File: config.mk
export PLATFORM = sky130hd
export DESIGN_NAME = fp16_mul_arbiter
export DESIGN_NICKNAME = d
export VERILOG_FILES = /design/src/rtl/fp16_mul_pkg.sv /design/src/rtl/int_fp_mul_core.sv /design/src/rtl/fp16_mul_arbiter.sv
export SDC_FILE = /design/constraint.sdc
export NUM_CORES = 1
export LEC_CHECK = 0
export CORE_ASPECT_RATIO = 0.7
export CORE_MARGIN = 1.5
export CORE_UTILIZATION = 24
export DETAILED_ROUTE_END_ITERATION = 16
export DONT_BUFFER_PORTS = 1
export GPL_ROUTABILITY_DRIVEN = 0
export PLACE_DENSITY = 0.4
export SLEW_MARGIN = 20
export SYNTH_ARGS = -nofsm -noshare
export SYNTH_HDL_FRONTEND = slang
export SYNTH_SLANG_ARGS = --single-unit
File: constraint.sdc
create_clock -name clk -period 10.7 [get_ports clk]
set_clock_uncertainty 0.05 [all_clocks]
set_input_delay 1.07 -clock clk [delete_from_list [all_inputs] [get_ports clk]]
set_output_delay 1.07 -clock clk [all_outputs]
set_load 0.01 [all_outputs]
File: src/rtl/fp16_mul_pkg.sv
// Shared types and constants for the fp16/int8 multiplier arbiter.
package fp16_mul_pkg;

    localparam int unsigned FP16_W   = 16;
    localparam int unsigned EXP_W    = 5;
    localparam int unsigned MAN_W    = 10;
    localparam int unsigned EXP_BIAS = 15;

    localparam logic [FP16_W-1:0] FP16_QNAN = 16'h7E00;
    localparam logic [FP16_W-1:0] FP16_PINF = 16'h7C00;

    typedef struct packed {
        logic [FP16_W-1:0] a;
        logic [FP16_W-1:0] b;
        logic              mode;
    } mul_op_t;

endpackage

File: src/rtl/int_fp_mul_core.sv
// Combinational multiplier: fp16 (RNE, subnormals flushed to zero) or signed int8 of low bytes.
module int_fp_mul_core
    import fp16_mul_pkg::*;
(
    input  logic              i_mode,
    input  logic [FP16_W-1:0] i_a,
    input  logic [FP16_W-1:0] i_b,
    output logic [FP16_W-1:0] o_result
);

    logic [EXP_W-1:0]   w_ea, w_eb;
    logic [MAN_W-1:0]   w_ma, w_mb;
    logic               w_sign;
    logic               w_a_zero, w_b_zero, w_a_inf, w_b_inf, w_a_nan, w_b_nan;
    logic [21:0]        w_prod;
    logic               w_norm, w_guard, w_sticky;
    logic [MAN_W-1:0]   w_man;
    logic [MAN_W:0]     w_rnd;
    logic signed [7:0]  w_exp;
    logic [FP16_W-1:0]  w_fp_res;
    logic [FP16_W-1:0]  w_int_res;

    always_comb begin
        w_ea     = i_a[14:10];
        w_eb     = i_b[14:10];
        w_ma     = i_a[9:0];
        w_mb     = i_b[9:0];
        w_sign   = i_a[15] ^ i_b[15];
        // exponent 0 covers both zero and subnormal, which are flushed
        w_a_zero = (w_ea == '0);
        w_b_zero = (w_eb == '0);
        w_a_inf  = (w_ea == '1) && (w_ma == '0);
        w_b_inf  = (w_eb == '1) && (w_mb == '0);
        w_a_nan  = (w_ea == '1) && (w_ma != '0);
        w_b_nan  = (w_eb == '1) && (w_mb != '0);

        w_prod   = {11'd0, 1'b1, w_ma} * {11'd0, 1'b1, w_mb};
        w_norm   = w_prod[21];
        w_man    = w_norm ? w_prod[20:11] : w_prod[19:10];
        w_guard  = w_norm ? w_prod[10]    : w_prod[9];
        w_sticky = w_norm ? (|w_prod[9:0]) : (|w_prod[8:0]);
        w_rnd    = {1'b0, w_man} + {10'd0, w_guard & (w_sticky | w_man[0])};
        // mantissa carry-out on rounding bumps the exponent; w_rnd[9:0] is then zero
        w_exp    = $signed({3'b0, w_ea} + {3'b0, w_eb} - 8'(EXP_BIAS)
                           + {7'd0, w_norm} + {7'd0, w_rnd[MAN_W]});

        if (w_a_nan || w_b_nan || (w_a_inf && w_b_zero) || (w_a_zero && w_b_inf)) begin
            w_fp_res = FP16_QNAN;
        end else if (w_a_inf || w_b_inf) begin
            w_fp_res = {w_sign, FP16_PINF[14:0]};
        end else if (w_a_zero || w_b_zero) begin
            w_fp_res = {w_sign, 15'd0};
        end else if (w_exp >= 8'sd31) begin
            w_fp_res = {w_sign, FP16_PINF[14:0]};
        end else if (w_exp <= 8'sd0) begin
            w_fp_res = {w_sign, 15'd0};
        end else begin
            w_fp_res = {w_sign, w_exp[4:0], w_rnd[MAN_W-1:0]};
        end

        w_int_res = {{8{i_a[7]}}, i_a[7:0]} * {{8{i_b[7]}}, i_b[7:0]};
        o_result  = i_mode ? w_fp_res : w_int_res;
    end

endmodule

File: src/rtl/fp16_mul_arbiter.sv
// Round-robin arbiter feeding a 2-stage stall-able fp16/int8 multiply pipeline.
// Optional FP_MUL_PERF_CNT_EN adds perf_ops / perf_stall counters.
module fp16_mul_arbiter
    import fp16_mul_pkg::*;
#(
    parameter int unsigned NUM_REQ = 4,
    parameter int unsigned ID_W    = $clog2(NUM_REQ)
) (
    input  logic                   clk,
    input  logic                   rst_n,
    input  logic [NUM_REQ-1:0]     req_valid,
    output logic [NUM_REQ-1:0]     req_ready,
    input  logic [NUM_REQ*16-1:0]  req_a,
    input  logic [NUM_REQ*16-1:0]  req_b,
    input  logic [NUM_REQ-1:0]     req_mode,
    output logic                   resp_valid,
    input  logic                   resp_ready,
    output logic [FP16_W-1:0]      resp_data,
    output logic [ID_W-1:0]        resp_id
`ifdef FP_MUL_PERF_CNT_EN
    ,
    output logic [31:0]            perf_ops,
    output logic [31:0]            perf_stall
`endif
);

    logic [ID_W-1:0]   r_ptr;
    logic              r_s1_valid;
    mul_op_t           r_s1_op;
    logic [ID_W-1:0]   r_s1_id;
    logic              r_resp_valid;
    logic [FP16_W-1:0] r_resp_data;
    logic [ID_W-1:0]   r_resp_id;

    logic              w_advance;
    logic              w_s1_accept;
    logic              w_found;
    logic [ID_W-1:0]   w_win;
    logic              w_hs;
    mul_op_t           w_new_op;
    logic [FP16_W-1:0] w_core_res;

    assign w_advance   = !r_resp_valid || resp_ready;
    assign w_s1_accept = !r_s1_valid || w_advance;

    // Search starts one past the last winner and wraps, so every requester is reached.
    always_comb begin
        int unsigned idx;
        w_found = 1'b0;
        w_win   = '0;
        for (int unsigned k = 1; k <= NUM_REQ; k++) begin
            idx = (32'(r_ptr) + k) % NUM_REQ;
            if (!w_found && req_valid[idx]) begin
                w_found = 1'b1;
                w_win   = ID_W'(idx);
            end
        end
    end

    always_comb begin
        req_ready = '0;
        if (rst_n && w_found && w_s1_accept) begin
            req_ready[w_win] = 1'b1;
        end
    end

    assign w_hs          = rst_n && w_found && w_s1_accept;
    assign w_new_op.a    = req_a[32'(w_win)*16 +: 16];
    assign w_new_op.b    = req_b[32'(w_win)*16 +: 16];
    assign w_new_op.mode = req_mode[w_win];

    int_fp_mul_core u_core (
        .i_mode   (r_s1_op.mode),
        .i_a      (r_s1_op.a),
        .i_b      (r_s1_op.b),
        .o_result (w_core_res)
    );

    always_ff @(posedge clk or negedge rst_n) begin
        if (!rst_n) begin
            r_ptr        <= ID_W'(NUM_REQ - 1);
            r_s1_valid   <= 1'b0;
            r_s1_op      <= '0;
            r_s1_id      <= '0;
            r_resp_valid <= 1'b0;
            r_resp_data  <= '0;
            r_resp_id    <= '0;
        end else begin
            if (w_advance) begin
                r_resp_valid <= r_s1_valid;
                if (r_s1_valid) begin
                    r_resp_data <= w_core_res;
                    r_resp_id   <= r_s1_id;
                end
            end
            // a grant in the same cycle as a shift refills S1 without a bubble
            if (w_hs) begin
                r_s1_valid <= 1'b1;
                r_s1_op    <= w_new_op;
                r_s1_id    <= w_win;
                r_ptr      <= w_win;
            end else if (w_advance) begin
                r_s1_valid <= 1'b0;
            end
        end
    end

    assign resp_valid = r_resp_valid;
    assign resp_data  = r_resp_data;
    assign resp_id    = r_resp_id;

`ifdef FP_MUL_PERF_CNT_EN
    logic [31:0] r_perf_ops;
    logic [31:0] r_perf_stall;

    always_ff @(posedge clk or negedge rst_n) begin
        if (!rst_n) begin
            r_perf_ops   <= '0;
            r_perf_stall <= '0;
        end else begin
            if (w_hs) begin
                r_perf_ops <= r_perf_ops + 32'd1;
            end
            if (r_resp_valid && !resp_ready) begin
                r_perf_stall <= r_perf_stall + 32'd1;
            end
        end
    end

    assign perf_ops   = r_perf_ops;
    assign perf_stall = r_perf_stall;
`endif

endmodule

==> summary.txt, run 1 <==
Die
  • Top-level port count: 162
  • Chip Height: 176 um
  • Die Area: 0.0439 sq mm
  • Area of the placeable core: between 0.04 and 0.05 sq mm
  • Number of rows created at floorplan: 63
  • Horizontal die dimension: 250 um
  • Initial Util: 24.2%

STA
  • Fmax: 100 MHz
  • Setup Total Neg Slack: 0 ps
  • Hold Violations, Final: 0
  • Setup Viol. Count Final: 0
  • Relative slew slack: roughly a third
  • Time the final worst path needs with I/O delays and setup: 9970 ps
  • Period utilisation layout: roughly 93%
  • Worst Tran Pin Value: 977 ps
  • Pins Over Slew Limit: 0
  • RSZ-0062 raised after global routing: no

Synthesis
  • Mapped Area: 0.0102 sq mm
  • Cell type contributing the most total cell area after synthesis: fa_1
  • Most used standard cell by instance count after synthesis: nand2_1
  • Proportion of register bits with asynchronous set or reset after synthesis: 100%
  • Register bit count reported by yosys: 57
  • Number of flops mapped to enable cells by yosys: 0
  • Syn avg cell area: 7.80 sq um
  • Number of instances in the synthesized netlist: 1310
  • Cell types with the largest area share after synthesis: fa_1 25%, dfrtp_1 13%, ha_1 12%, nand2_1 6.9%, inv_1 6.8%
  • Most used DFF post-synth: dfrtp_1
  • Synth warnings: 0
  • Top cell type's share of synthesized area: between 20% and 30%
  • Count of unique library cells instantiated by Yosys: around 70
  • Fraction of the yosys area taken by sequential cells: 14.0%
  • Most instantiated cells after synthesis: 188 x nand2_1, 186 x inv_1, 170 x nor2_1
  • Number of nets in the synthesized netlist: 1673

Detailed routing
  • Drt first pass iters: 5
  • Average detailed-routed wire length per instance: 17.1 um
  • Routed Wire Length: 31300 um
  • Total via count after detailed routing: 8464
  • Number of remaining DRC errors: 0
  • Vias per cell: ~4.6
  • Initial DRC count: around 560
  • Remaining antenna violation count after routing: 0

Setup path
  • Worst Setup Start Kind: flop
  • Critical path start-end classification: flop to flop
  • Crit path largest cell delay: 650 ps
  • Required time at the worst-slack endpoint: 10910 ps
  • Critical-path cell with the highest stage delay: dfrtp_1
  • Endpoint kind of the worst setup timing path: flop
  • Crit path arrival time: about 10000 ps
  • Critical path peak fanout: 13

Placed design
  • Half-perimeter wire length after placement: 26600 um
  • Number of input and output port buffers inserted: 0
  • Dpl cell area: between 0.01 and 0.015 sq mm

Clock network
  • CTS tree: built
  • Clock transition at the registers of the reported paths: approximately 50 ps
  • Clock buffer count from CTS: 9
  • Root Buffer: clkbuf_16
  • Post-CTS Setup Repair Bufs: 0
  • CTS Sinks: 57
  • CTS H-tree depth: 3
  • Worst-skew pair later-pin latency: 340 ps
  • Clk buf depth: 2

Final layout
  • Final net count: 1638
  • Share of layout cells above drive strength 1: 4.53%
  • Relative area change from synthesis to final layout: 9.24%
  • Post-layout utilization of the core: between 20% and 30%
  • Final instance area: approximately 0.011 sq mm

Hold path
  • Hold/Removal Path Class: input pin to async pin

Global routing
  • Pin count of the biggest net entering global routing: 78
  • Vias in the first global route: 8078
  • Initial antenna violation count: 0
  • Remaining global-route overflow: 0
  • Gr usage total: between 10 and 15%
  • Global-route wire length before repair: 47900 um

Job
  • Max-Cap Viols: 0

Run status
  • Result of the run: complete, no violations
==> final timing paths <==
path	startpoint	to	slack (ps)	cells past startpoint
worst max-delay path	r_s1_op[4]$_DFFE_PN0P_	resp_data[6]$_DFFE_PN0P_	730	37
worst min-delay path	rst_n	r_s1_id[0]$_DFFE_PN0P_	370	0
worst max register to register	r_s1_op[4]$_DFFE_PN0P_	resp_data[6]$_DFFE_PN0P_	730	37
worst min register to register	r_s1_id[1]$_DFFE_PN0P_	resp_id[1]$_DFFE_PN0P_	440	2
max in group asynchronous	rst_n	r_ptr[0]$_DFFE_PN1P_	10060	0
min in group clk	r_s1_id[1]$_DFFE_PN0P_	resp_id[1]$_DFFE_PN0P_	440	2
==> critical path, delay by kind of cell (launching register included) <==
kind,cells,cell delay [ps]
compound gates,9,2090
flops,1,650
simple gates,9,1600
xor+xnor,2,540
fa+ha+maj,10,4270
buf+inv,7,670
==> layout by cell type (no fill, tap or decap), types with 32 or more instances in the layout <==
master / instances
fa_1: 129
nor2_1: 170
ha_1: 95
and2_1: 36
nand3_1: 48
inv_1: 186
o21ai_0: 96
xnor2_1: 32
nand2_1: 188
dfrtp_1: 52
a21oi_1: 41
==> cell type report <==
class | instances | area, sq um
Tap cell | 552 | 691
Multi-Input combinational cell | 1003 | 7900
Inverter | 187 | 702
Clock inverter | 6 | 82.6
Antenna cell | 1 | 2.50
Sequential cell | 57 | 1430
Fill cell | 4589 | 31000
Clock buffer | 10 | 229
Timing Repair Buffer | 17 | 128
==> cells by family after synthesis <==
logic type               after synthesis  synth area share, %
multiplexers                           5                0.612
AO/OA/AOI/OAI                        212                 12.8
XOR/XNOR                              46                 3.94
buffers and inverters                250                 9.28
flip-flops                            57                 14.0
AND/OR/NAND/NOR                      515                 22.5
adder cells (fa/ha/maj)              225                 37.0
==> flip-flops by register name (all words and copies together) (netlist names) <==
signal / flops
r_s1_op: 33
resp_valid: 1
r_s1_valid: 1
r_s1_id: 2
resp_id: 2
r_ptr: 2
resp_data: 16
==> through the flow <==
step	setup slack, ps	hold slack, ps	cells
final	729	370	1833
after global routing	42.5	346	1832
after CTS	302	353	1832
after detailed placement	329	441	1816
after global placement	626	427	1816
after floorplan	1320	389	1310
==> metal layers <==
metal	wire (um)	track usage, %
met1	16300	22.6
met2	12300	18.8
met3	2480	3.88
met4	176	2.03
met5	0	0
==> what timing repair did <==
action | CTS | global route
setup endpoints to repair | 0 | 11
hold buffers | 0 | 0
resized for setup | 0 | 7
Power of run 1 is left out: the tool's default activity adds up to more than one toggle a clock period on the data nets, which glitch-free logic cannot reach.
==> run 2, diff against run 1 <==
--- a/config.mk
+++ b/config.mk
@@ -5,6 +5,7 @@
 export SDC_FILE = /design/constraint.sdc
 export NUM_CORES = 1
 export LEC_CHECK = 0
+export ABC_CLOCK_PERIOD_IN_PS = 10700
 export CORE_ASPECT_RATIO = 0.7
 export CORE_MARGIN = 1.5
 export CORE_UTILIZATION = 24
==> results of run 2 <==
Final layout, timing and power as in run 1 (identical DEF).
Power of run 2 is left out for the same reason.
